==> config.mk <==
export PLATFORM = sky130hd
export DESIGN_NAME = rv32_multicycle_flat
export DESIGN_NICKNAME = d
export VERILOG_FILES = /design/src/rtl/rv32_multicycle_if.sv /design/src/rtl/rv32_multicycle.sv /design/src/flat_wrapper.sv
export SDC_FILE = /design/constraint.sdc
export NUM_CORES = 2
export LEC_CHECK = 0
export CAP_MARGIN = 15
export CORE_MARGIN = 10
export CORE_UTILIZATION = 68
export CTS_CLUSTER_DIAMETER = 40
export DETAILED_ROUTE_END_ITERATION = 8
export HOLD_SLACK_MARGIN = 0.12
export PLACE_DENSITY = 0.86
export SETUP_SLACK_MARGIN = 0.1
export SYNTH_ARGS = -nofsm -noshare
export SYNTH_HDL_FRONTEND = slang
export SYNTH_SLANG_ARGS = --single-unit
==> constraint.sdc <==
create_clock -name clk_i -period 22.1 [get_ports clk_i]
set_input_delay 3.315 -clock clk_i [delete_from_list [all_inputs] [get_ports clk_i]]
set_output_delay 3.315 -clock clk_i [all_outputs]
set_load 0.005 [all_outputs]
==> src/rtl/rv32_multicycle_if.sv <==
// Unified memory port of the multicycle core: one request/ready handshake
// shared by instruction fetch and data access.
interface rv32_multicycle_if #(
  parameter int unsigned XLEN = 32
);
  logic            mem_req_o;
  logic            mem_we_o;
  logic [XLEN-1:0] mem_addr_o;
  logic [XLEN-1:0] mem_wdata_o;
  logic            mem_ready_i;
  logic [XLEN-1:0] mem_rdata_i;

  modport master (
    output mem_req_o, mem_we_o, mem_addr_o, mem_wdata_o,
    input  mem_ready_i, mem_rdata_i
  );

  modport slave (
    input  mem_req_o, mem_we_o, mem_addr_o, mem_wdata_o,
    output mem_ready_i, mem_rdata_i
  );
endinterface

==> src/rtl/rv32_multicycle.sv <==
// Multicycle RV32I-subset core (lw/sw, add/sub/and/or/slt, addi/andi/ori/slti,
// beq, jal) on a single memory port, with trap/halt and a retire counter.
module rv32_multicycle #(
  parameter int unsigned     XLEN     = 32,
  parameter logic [XLEN-1:0] RESET_PC = '0
) (
  input  logic                     clk_i,
  input  logic                     rst_i,
  rv32_multicycle_if.master        mem,
  output logic                     halt_o,
  output logic [1:0]               trap_o,
  output logic [XLEN-1:0]          instret_o
);

  localparam logic [3:0] S_RST    = 4'd0;
  localparam logic [3:0] S_FETCH  = 4'd1;
  localparam logic [3:0] S_DECODE = 4'd2;
  localparam logic [3:0] S_MEMADR = 4'd3;
  localparam logic [3:0] S_MEMRD  = 4'd4;
  localparam logic [3:0] S_MEMWB  = 4'd5;
  localparam logic [3:0] S_MEMWR  = 4'd6;
  localparam logic [3:0] S_EXEC   = 4'd7;
  localparam logic [3:0] S_ALUWB  = 4'd8;
  localparam logic [3:0] S_BEQ    = 4'd9;
  localparam logic [3:0] S_JAL    = 4'd10;
  localparam logic [3:0] S_HALT   = 4'd11;

  localparam logic [6:0] OP_LOAD  = 7'h03;
  localparam logic [6:0] OP_STORE = 7'h23;
  localparam logic [6:0] OP_R     = 7'h33;
  localparam logic [6:0] OP_I     = 7'h13;
  localparam logic [6:0] OP_BR    = 7'h63;
  localparam logic [6:0] OP_JAL   = 7'h6F;

  localparam logic [XLEN-1:0] PC_STEP = XLEN'(4);
  localparam logic [XLEN-1:0] ONE     = XLEN'(1);

  logic [3:0]      r_state;
  logic [XLEN-1:0] r_pc, r_oldpc, r_a, r_b, r_aluout, r_mdr, r_instret;
  logic [31:0]     r_ir;
  logic [1:0]      r_trap;
  logic [XLEN-1:0] r_regs [0:31];

  logic [6:0]      w_op, w_f7;
  logic [2:0]      w_f3;
  logic [4:0]      w_rs1, w_rs2, w_rd;
  logic            w_alu_f3_ok, w_is_lw, w_is_sw, w_is_r, w_is_i, w_is_beq, w_is_jal, w_illegal;
  logic [XLEN-1:0] w_imm_i, w_imm_s, w_imm_b, w_imm_j;
  logic [XLEN-1:0] w_rs1_val, w_rs2_val, w_opnd_b, w_alu, w_addr_sum, w_jal_tgt;
  logic            w_rf_we;
  logic [XLEN-1:0] w_rf_wd;

  assign w_op  = r_ir[6:0];
  assign w_f3  = r_ir[14:12];
  assign w_f7  = r_ir[31:25];
  assign w_rs1 = r_ir[19:15];
  assign w_rs2 = r_ir[24:20];
  assign w_rd  = r_ir[11:7];

  assign w_alu_f3_ok = (w_f3 == 3'b000) || (w_f3 == 3'b010) || (w_f3 == 3'b110) || (w_f3 == 3'b111);
  assign w_is_lw  = (w_op == OP_LOAD)  && (w_f3 == 3'b010);
  assign w_is_sw  = (w_op == OP_STORE) && (w_f3 == 3'b010);
  assign w_is_r   = (w_op == OP_R) && w_alu_f3_ok &&
                    ((w_f7 == 7'h00) || ((w_f7 == 7'h20) && (w_f3 == 3'b000)));
  assign w_is_i   = (w_op == OP_I) && w_alu_f3_ok;
  assign w_is_beq = (w_op == OP_BR) && (w_f3 == 3'b000);
  assign w_is_jal = (w_op == OP_JAL);
  assign w_illegal = !(w_is_lw || w_is_sw || w_is_r || w_is_i || w_is_beq || w_is_jal);

  assign w_imm_i = {{(XLEN-12){r_ir[31]}}, r_ir[31:20]};
  assign w_imm_s = {{(XLEN-12){r_ir[31]}}, r_ir[31:25], r_ir[11:7]};
  assign w_imm_b = {{(XLEN-12){r_ir[31]}}, r_ir[7], r_ir[30:25], r_ir[11:8], 1'b0};
  assign w_imm_j = {{(XLEN-20){r_ir[31]}}, r_ir[19:12], r_ir[20], r_ir[30:21], 1'b0};

  assign w_rs1_val  = (w_rs1 == 5'd0) ? '0 : r_regs[w_rs1];
  assign w_rs2_val  = (w_rs2 == 5'd0) ? '0 : r_regs[w_rs2];
  assign w_addr_sum = r_a + (w_is_sw ? w_imm_s : w_imm_i);
  assign w_jal_tgt  = r_oldpc + w_imm_j;

  assign halt_o    = (r_state == S_HALT);
  assign trap_o    = r_trap;
  assign instret_o = r_instret;

  // ALU for R-type and I-type arithmetic; funct7[5] selects sub only for R-type
  always_comb begin
    w_opnd_b = w_is_r ? r_b : w_imm_i;
    case (w_f3)
      3'b000:  w_alu = (w_is_r && w_f7[5]) ? (r_a - w_opnd_b) : (r_a + w_opnd_b);
      3'b010:  w_alu = {{(XLEN-1){1'b0}}, ($signed(r_a) < $signed(w_opnd_b))};
      3'b110:  w_alu = r_a | w_opnd_b;
      3'b111:  w_alu = r_a & w_opnd_b;
      default: w_alu = '0;
    endcase
  end

  // Memory port driven purely from registered state so ready/rdata never feed back
  always_comb begin
    mem.mem_req_o   = (r_state == S_FETCH) || (r_state == S_MEMRD) || (r_state == S_MEMWR);
    mem.mem_we_o    = (r_state == S_MEMWR);
    mem.mem_addr_o  = (r_state == S_FETCH) ? r_pc :
                      ((r_state == S_MEMRD) || (r_state == S_MEMWR)) ? r_aluout : '0;
    mem.mem_wdata_o = (r_state == S_MEMWR) ? r_b : '0;
  end

  // Register-file write port: load, ALU and jal link write-back
  always_comb begin
    w_rf_we = 1'b0;
    w_rf_wd = '0;
    case (r_state)
      S_MEMWB: begin w_rf_we = 1'b1; w_rf_wd = r_mdr; end
      S_ALUWB: begin w_rf_we = 1'b1; w_rf_wd = r_aluout; end
      S_JAL:   begin w_rf_we = (w_jal_tgt[1:0] == 2'b00); w_rf_wd = r_pc; end
      default: ;
    endcase
  end

  // Register file storage; x0 is never written
  always_ff @(posedge clk_i) begin
    if (w_rf_we && (w_rd != 5'd0)) r_regs[w_rd] <= w_rf_wd;
  end

  // Control FSM and datapath registers
  always_ff @(posedge clk_i or posedge rst_i) begin
    if (rst_i) begin
      r_state   <= S_RST;
      r_pc      <= RESET_PC;
      r_oldpc   <= '0;
      r_ir      <= '0;
      r_a       <= '0;
      r_b       <= '0;
      r_aluout  <= '0;
      r_mdr     <= '0;
      r_instret <= '0;
      r_trap    <= 2'd0;
    end else begin
      case (r_state)
        S_RST: r_state <= S_FETCH;
        S_FETCH: if (mem.mem_ready_i) begin
          r_ir    <= mem.mem_rdata_i[31:0];
          r_oldpc <= r_pc;
          r_pc    <= r_pc + PC_STEP;
          r_state <= S_DECODE;
        end
        S_DECODE: begin
          r_a      <= w_rs1_val;
          r_b      <= w_rs2_val;
          r_aluout <= r_oldpc + w_imm_b;
          if (w_illegal)                begin r_trap <= 2'd1; r_state <= S_HALT; end
          else if (w_is_lw || w_is_sw)  r_state <= S_MEMADR;
          else if (w_is_r || w_is_i)    r_state <= S_EXEC;
          else if (w_is_beq)            r_state <= S_BEQ;
          else                          r_state <= S_JAL;
        end
        S_MEMADR: begin
          r_aluout <= w_addr_sum;
          if (w_addr_sum[1:0] != 2'b00) begin r_trap <= 2'd2; r_state <= S_HALT; end
          else r_state <= w_is_lw ? S_MEMRD : S_MEMWR;
        end
        S_MEMRD: if (mem.mem_ready_i) begin
          r_mdr   <= mem.mem_rdata_i;
          r_state <= S_MEMWB;
        end
        S_MEMWB: begin r_instret <= r_instret + ONE; r_state <= S_FETCH; end
        S_MEMWR: if (mem.mem_ready_i) begin
          r_instret <= r_instret + ONE;
          r_state   <= S_FETCH;
        end
        S_EXEC:  begin r_aluout <= w_alu; r_state <= S_ALUWB; end
        S_ALUWB: begin r_instret <= r_instret + ONE; r_state <= S_FETCH; end
        S_BEQ: begin
          // branch target was precomputed into ALUOut during decode
          if ((r_a == r_b) && (r_aluout[1:0] != 2'b00)) begin
            r_trap  <= 2'd3;
            r_state <= S_HALT;
          end else begin
            if (r_a == r_b) r_pc <= r_aluout;
            r_instret <= r_instret + ONE;
            r_state   <= S_FETCH;
          end
        end
        S_JAL: begin
          if (w_jal_tgt[1:0] != 2'b00) begin
            r_trap  <= 2'd3;
            r_state <= S_HALT;
          end else begin
            r_pc      <= w_jal_tgt;
            r_instret <= r_instret + ONE;
            r_state   <= S_FETCH;
          end
        end
        S_HALT:  r_state <= S_HALT;
        default: r_state <= S_RST;
      endcase
    end
  end

endmodule

==> src/flat_wrapper.sv <==
// flat-port wrapper written by rule: the top's interface ports become plain ports
module rv32_multicycle_flat 
#(
  parameter int unsigned     XLEN     = 32,
  parameter logic [XLEN-1:0] RESET_PC = '0
)
  (clk_i, rst_i, halt_o, trap_o, instret_o, mem_mem_req_o, mem_mem_we_o, mem_mem_addr_o, mem_mem_wdata_o, mem_mem_ready_i, mem_mem_rdata_i);
  rv32_multicycle_if #(.XLEN(XLEN)) mem_i ();
  input  logic clk_i;
  input  logic rst_i;
  output logic halt_o;
  output logic [1:0] trap_o;
  output logic [XLEN-1:0] instret_o;
  output wire logic [$bits(mem_i.mem_req_o)-1:0] mem_mem_req_o;
  output wire logic [$bits(mem_i.mem_we_o)-1:0] mem_mem_we_o;
  output wire logic [$bits(mem_i.mem_addr_o)-1:0] mem_mem_addr_o;
  output wire logic [$bits(mem_i.mem_wdata_o)-1:0] mem_mem_wdata_o;
  input wire logic [$bits(mem_i.mem_ready_i)-1:0] mem_mem_ready_i;
  input wire logic [$bits(mem_i.mem_rdata_i)-1:0] mem_mem_rdata_i;
  assign mem_mem_req_o = mem_i.mem_req_o;
  assign mem_mem_we_o = mem_i.mem_we_o;
  assign mem_mem_addr_o = mem_i.mem_addr_o;
  assign mem_mem_wdata_o = mem_i.mem_wdata_o;
  assign mem_i.mem_ready_i = mem_mem_ready_i;
  assign mem_i.mem_rdata_i = mem_mem_rdata_i;
  rv32_multicycle #(.XLEN(XLEN), .RESET_PC(RESET_PC)) u_core (.clk_i(clk_i), .rst_i(rst_i), .mem(mem_i), .halt_o(halt_o), .trap_o(trap_o), .instret_o(instret_o));
endmodule
After elaboration in Yosys (flattened, before gate mapping). Memories as Yosys holds them, arrays and structs flattened. Cells that the tools add are included. W data, S select, Z words.

Equal/unequal tests: 32. Bitwise operators: 2. $add $sub $neg: 7. Muxes and demuxes: 40. Reduce and logical (&&, ||, !) cells: 45. Magnitude comparators: 1.

Operator list (count): $mux W32 (14); $pmux W32 S3 (3); $pmux W32 S4 (2); $add A32 B32 Y32 (4); $pmux W4 S10 (1); $mux W4 (9); $add A32 B1 Y32 const B (1); $add A32 B3 Y32 const B (1); $and A32 B32 Y32 (1); $eq A32 B32 Y1 (1); $lt A32 B32 Y1 (1); $or A32 B32 Y32 (1); $sub A32 B32 Y32 (1); $eq A7 B6 Y1 const B (3); $eq A4 B3 Y1 const B (4); $eq A4 B4 Y1 const B (4); $eq A7 B7 Y1 const B (2); $logic_or A1 B1 Y1 (13); $mux W2 (6); $logic_and A1 B1 Y1 (10); $logic_not A5 Y1 (2); $ne A2 B1 Y1 const B (5); $ne A2 B2 Y1 const B (5); $reduce_and A5 Y1 (2); other kinds (23) (31).

Memories: 1. Register bits: 262. Bits of input ports: 35. RAM bits: 1024. Output and inout bits: 101.

Memory list: u_core.r_regs (depth 32, bits a word 32, rd ports 2, clocked after Yosys merged registers in 0, write ports 1, line rv32_multicycle.sv:42) `logic [XLEN-1:0] r_regs [0:31];`.

Depth between registers and ports, before layout.
Depth after elaboration: 12. Depth in mapped cells: 19.

Worst setup path before layout. No wires, ideal clock.

Path kind: flip-flop to flip-flop. From: reg u_core.r_ir[31]. To: reg u_core.r_aluout[24]. Path slack: 16838 ps. Cell stages (with the launch flop): 19. Data arrival time: 5136 ps. Buffers on the path: 2. Period minus slack after synthesis: 5262 ps. Data required time: 21974 ps. Path through: dfrtp_1 -> buf_1 -> nor4b_2 -> and3_1 -> a21boi_1 -> buf_2 -> mux2_2 -> ha_1 -> fa_1 -> a21o_1 -> a311o_1 -> a31oi_2 -> o31a_2 -> o31a_1 -> a21oi_1 -> o211a_1 -> o21ai_1 -> nor3_1 -> o32a_1.

Longest elaborated chain between the ends: 9. Elaborated cells on any way between the ends: 16. Those cells by class: add/sub: 4; eq/ne: 1; mux: 4; bitwise: 2; reduce/logical: 5.

RTL lines: start, declared (line rv32_multicycle.sv:40) `logic [31:0] r_ir;`; start signal, assigned (line rv32_multicycle.sv:139) `r_ir <= mem.mem_rdata_i[31:0];`; $eq A7 B6 Y1 (line rv32_multicycle.sv:64) `((w_f7 == 7'h00) || ((w_f7 == 7'h20) && (w_f3 == 3'b000)));`; $logic_and A1 B1 Y1 (line rv32_multicycle.sv:64); $logic_or A1 B1 Y1 (line rv32_multicycle.sv:64); $logic_and A1 B1 Y1 (line rv32_multicycle.sv:63) `assign w_is_r = (w_op == OP_R) && w_alu_f3_ok &&`; $mux W32 (line rv32_multicycle.sv:86) `w_opnd_b = w_is_r ? r_b : w_imm_i;`; $add A32 B32 Y32 / $sub A32 B32 Y32 (equally long branches) (line rv32_multicycle.sv:88) `3'b000: w_alu = (w_is_r && w_f7[5]) ? (r_a - w_opnd_b) : (r_a + w_opnd_b);`; $mux W32 (line rv32_multicycle.sv:88); $pmux W32 S4 (line rv32_multicycle.sv:87) `case (w_f3)`; $pmux W32 S3 (*) (line rv32_multicycle.sv:136) `case (r_state)`; end signal, assigned (line rv32_multicycle.sv:147) `r_aluout <= r_oldpc + w_imm_b;`; end signal, assigned (line rv32_multicycle.sv:155) `r_aluout <= w_addr_sum;`; end, declared (line rv32_multicycle.sv:39) `logic [XLEN-1:0] r_pc, r_oldpc, r_a, r_b, r_aluout, r_mdr, r_instret;`.

Mark *: on every way between the ends. The rest lies on a longest branch, timed or not. A chain may end at the register's enable or synchronous reset.

Worst setup path in the final report.
From: reg u_core.r_state[1]. To: out mem_mem_addr_o[11].

Longest elaborated chain between the ends: 4. Elaborated cells on any way between the ends: 6. Those cells by class: eq/ne: 3; mux: 2; reduce/logical: 1.

RTL lines: start, declared (line rv32_multicycle.sv:38) `logic [3:0] r_state;`; start signal, assigned (line rv32_multicycle.sv:157) `else r_state <= w_is_lw ? S_MEMRD : S_MEMWR;`; $eq A4 B3 Y1 (line rv32_multicycle.sv:101) `((r_state == S_MEMRD) || (r_state == S_MEMWR)) ? r_aluout : '0;`; $logic_or A1 B1 Y1 (line rv32_multicycle.sv:101); $mux W32 (line rv32_multicycle.sv:101); $mux W32 (*) (line rv32_multicycle.sv:100) `mem.mem_addr_o = (r_state == S_FETCH) ? r_pc :`; end, declared (line flat_wrapper.sv:16) `output wire logic [$bits(mem_i.mem_addr_o)-1:0] mem_mem_addr_o;`.

Marks and branches as above.

==> flow_summary.ini <==
[status]
status = finished, violations left
violations = DRC, slew limit

[timing]
timing.final.crit_share = 0.3167
timing.hold.ws_ns = 0.4731
period_needed_ns = 6.999
fin_tns_setup_ns = 0
slew_headroom = -0.07680
tightest_slew_ns = 1.615
setup_ws_ns = 15.10
skew_ns = 0.06527
rsz0062_at_grt = false
final_hold_viol_count = 0
max_freq_ghz = 0.1429
final-setup-viol-count = 0
slew_violations = 1

[logic_synthesis]
netlist_area_sq_um = 69390
synth_edf_count = 1024
synth.area.top_cells = edfxtp_1 44%, dfrtp_1 9.4%, mux4_2 8.4%
ys_types = 91
synth-compound-area-share = 0.1400
synth_simple_gate_area_frac = 0.05942
syn_inst = 5462
muxShareOfSynthArea = 0.1767
yosysTopAreaCellShare = 0.4432
synth_top_family_by_area = multiplexers
synth-seq-cells = 1286
yosysWarnings = 0
ys_async_sr_fraction = 0.2037
yosys.area.top_type = edfxtp_1
synth-xor-area-share = 0.02386
synth.avg_cell_area_sq_um = 12.70
ys_seq_area_frac = 0.5376
ys.flop_type = edfxtp_1
synth_fa_ha_area_frac = 0.03246

[pwr]
cellLeakagePower_nw = 28.35
finalPower_mw = 12.50
vdd_drop_max_v = 0.0001014
powerDensity_nw_per_um2 = 160.5

[clock_network]
h-tree-depth = 4
clk_pin_slew_ns = 0.05
cts_resized = 0
cts_setup_buffers = 0
worstSkewPairLatency_ns = 0.83
numCtsBuffers = 163
root_buffer = clkbuf_16
hold_buffers = 0
cts_max_path_buffers = 3
clock-sinks = 1286
cts_tree = built

[cells_and_area]
final_area_sq_um = 77860
fillers = 5981
drive_gt1_frac = 0.1727
fin_nets = 5744
synthToLayoutAreaGrowth_pct = 12.21

[placement]
routabilityCongestion = 1.052
placed_area_sq_um = 72360
dp_hpwl_mm = 148.4
detailedPlace.worstSlack_ns = 15.93
port_buffers = 135

[global_routing]
grt_pass1_vias = 54180
antenna_found_initial = 23
grt_pass1_wl_mm = 360.8
grt_max_degree = 136
gr-usage-all-layers = 0.4214
globalRoute.totalOverflow = 0

[routing]
wl_per_cell_microns = 35.38
ant_nets = 0
drtIter0Drc = 9737
drt_pass1_iterations = 9
via_count = 54980
viasPerCell = 7.812
wl_mm = 249.0
drcViolationCount = 47

[min_path]
min_path_cells = 2
hp-start = u_core.trap_o[0]
min_path_type = flop to flop

[worst_setup_path]
rr_worst_depth = 16
startpoint = u_core.r_state[1]
path_class = flop to primary output
rr_startpoint = u_core.r_ir[12]
critPathRequiredTime_ns = 18.78
setup.worst_path.start_class = flop
cp-end-kind = primary output
worstPathMaxFanout = 22
cp.arrival_ns = 3.68

[die]
core_sq_um = 101600
start_util = 0.6830
fp.dieArea_sq_um = 115200
die-width_microns = 339.4
pin_count = 136
die_h_microns = 339.4
core.rowCount = 117

[run]
cap_violations = 0
[where the power goes]
part / switching (mW) / internal [mW]
sequential: 0.540 / 2.94
clock: 1.12 / 1.56
combinational: 4.02 / 2.32
[cells in the final DEF, fill, tap and decap left out, types with 156 or more instances in the layout]
cell / Yosys / layout
dfrtp_1: 262 / 250
mux4_2: 259 / 259
inv_1: 157 / 156
nor2_1: 280 / 244
clkbuf_16: 0 / 167
o21ai_0: 326 / 326
a21oi_1: 499 / 499
o22ai_1: 177 / 177
mux2i_1: 388 / 388
nand2_1: 203 / 202
edfxtp_1: 1024 / 1024
ha_1: 172 / 172
mux2_2: 226 / 226
[logic make-up (layout without fill, tap and decap cells)]
group	after synthesis	in the layout
AO/OA/AOI/OAI	1525	1525
adder cells (fa/ha/maj)	177	177
XOR/XNOR	189	189
other	1	34
buffers and inverters	536	711
flip-flops	1286	1286
multiplexers	873	873
AND/OR/NAND/NOR	875	875
[state kept, by name, indices dropped and copies added (netlist names)]
register          cells
u_core.r_state        4
u_core.r_ir          32
u_core.r_regs      1024
u_core.r_mdr         32
u_core.r_a           32
u_core.r_oldpc       32
u_core.instret_o     32
u_core.trap_o         2
u_core.r_b           32
u_core.r_pc          32
u_core.r_aluout      32
[critical path, cell delays in order (launching register included)]
cell and delay [ns]:
dfrtp_1 0.52, nand2b_1 0.33, nor3_2 0.88, buf_4 0.42, a22o_1 0.21, clkdlybuf4s50_1 0.51
[path summary, 6_finish.rpt]
check                                            to  slack, ns
worst max-delay path             mem_mem_addr_o[11]      15.10
worst min-delay path               u_core.trap_o[0]       0.47
worst max register to register  u_core.r_aluout[29]      16.16
worst min register to register     u_core.trap_o[0]       0.47
max in group asynchronous            u_core.r_a[28]      17.33
min in group asynchronous           u_core.r_mdr[3]       3.13
[per-layer routing]
layer	GRT usage	vias up	wire length [microns]
li1	-	21610	-
met1	0.5079	26460	80010
met2	0.6243	5404	108000
met3	0.1698	1490	40120
met4	0.2787	20	20760
met5	0	-	155
[layout make-up]
class | count | area [sq um] | share of cell area
Antenna cell | 2 | 5.005 | 0.00006428
Clock buffer | 195 | 4374 | 0.05618
Clock inverter | 106 | 1110 | 0.01425
Inverter | 157 | 596.8 | 0.007665
Multi-Input combinational cell | 3671 | 30470 | 0.3914
Sequential cell | 1286 | 37350 | 0.4796
Tap cell | 1368 | 1712 | 0.02198
Timing Repair Buffer | 253 | 2245 | 0.02883
[cell usage after synthesis, drive strengths merged (10+ instances only)]
| cell | count |
|---|---|
| mux2i | 388 |
| nor4 | 16 |
| nand4 | 28 |
| nand2 | 203 |
| o21ai | 342 |
| o21a | 14 |
| a21o | 55 |
| nor2b | 13 |
| buf | 94 |
| nand2b | 29 |
| a221oi | 32 |
| xor2 | 53 |
| a22oi | 10 |
| o211ai | 10 |
| mux2 | 226 |
| or3 | 13 |
| or2 | 16 |
| nor2 | 281 |
| a22o | 32 |
| nor3 | 115 |
| ha | 172 |
| a31oi | 32 |
| a211oi | 15 |
| o31a | 10 |
| mux4 | 259 |
| xnor2 | 136 |
| edfxtp | 1024 |
| nand3 | 63 |
| a21oi | 501 |
| and2 | 47 |
| o21bai | 27 |
| clkbuf | 285 |
| o221ai | 137 |
| and3 | 20 |
| dfrtp | 262 |
| o22ai | 177 |
| inv | 157 |
| a222oi | 40 |
| o31ai | 14 |
[per-stage QoR]
| step | std cells | utilization |
|---|---|---|
| final | 7038 | 0.7664 |
| after detailed placement | 6734 | 0.7122 |
| after CTS | 7035 | 0.7662 |
| after global routing | 7036 | 0.7663 |
| after floorplan | 5493 | - |
| after global placement | 6734 | 0.7122 |
Note: power is estimated with default switching activity, not from simulation.
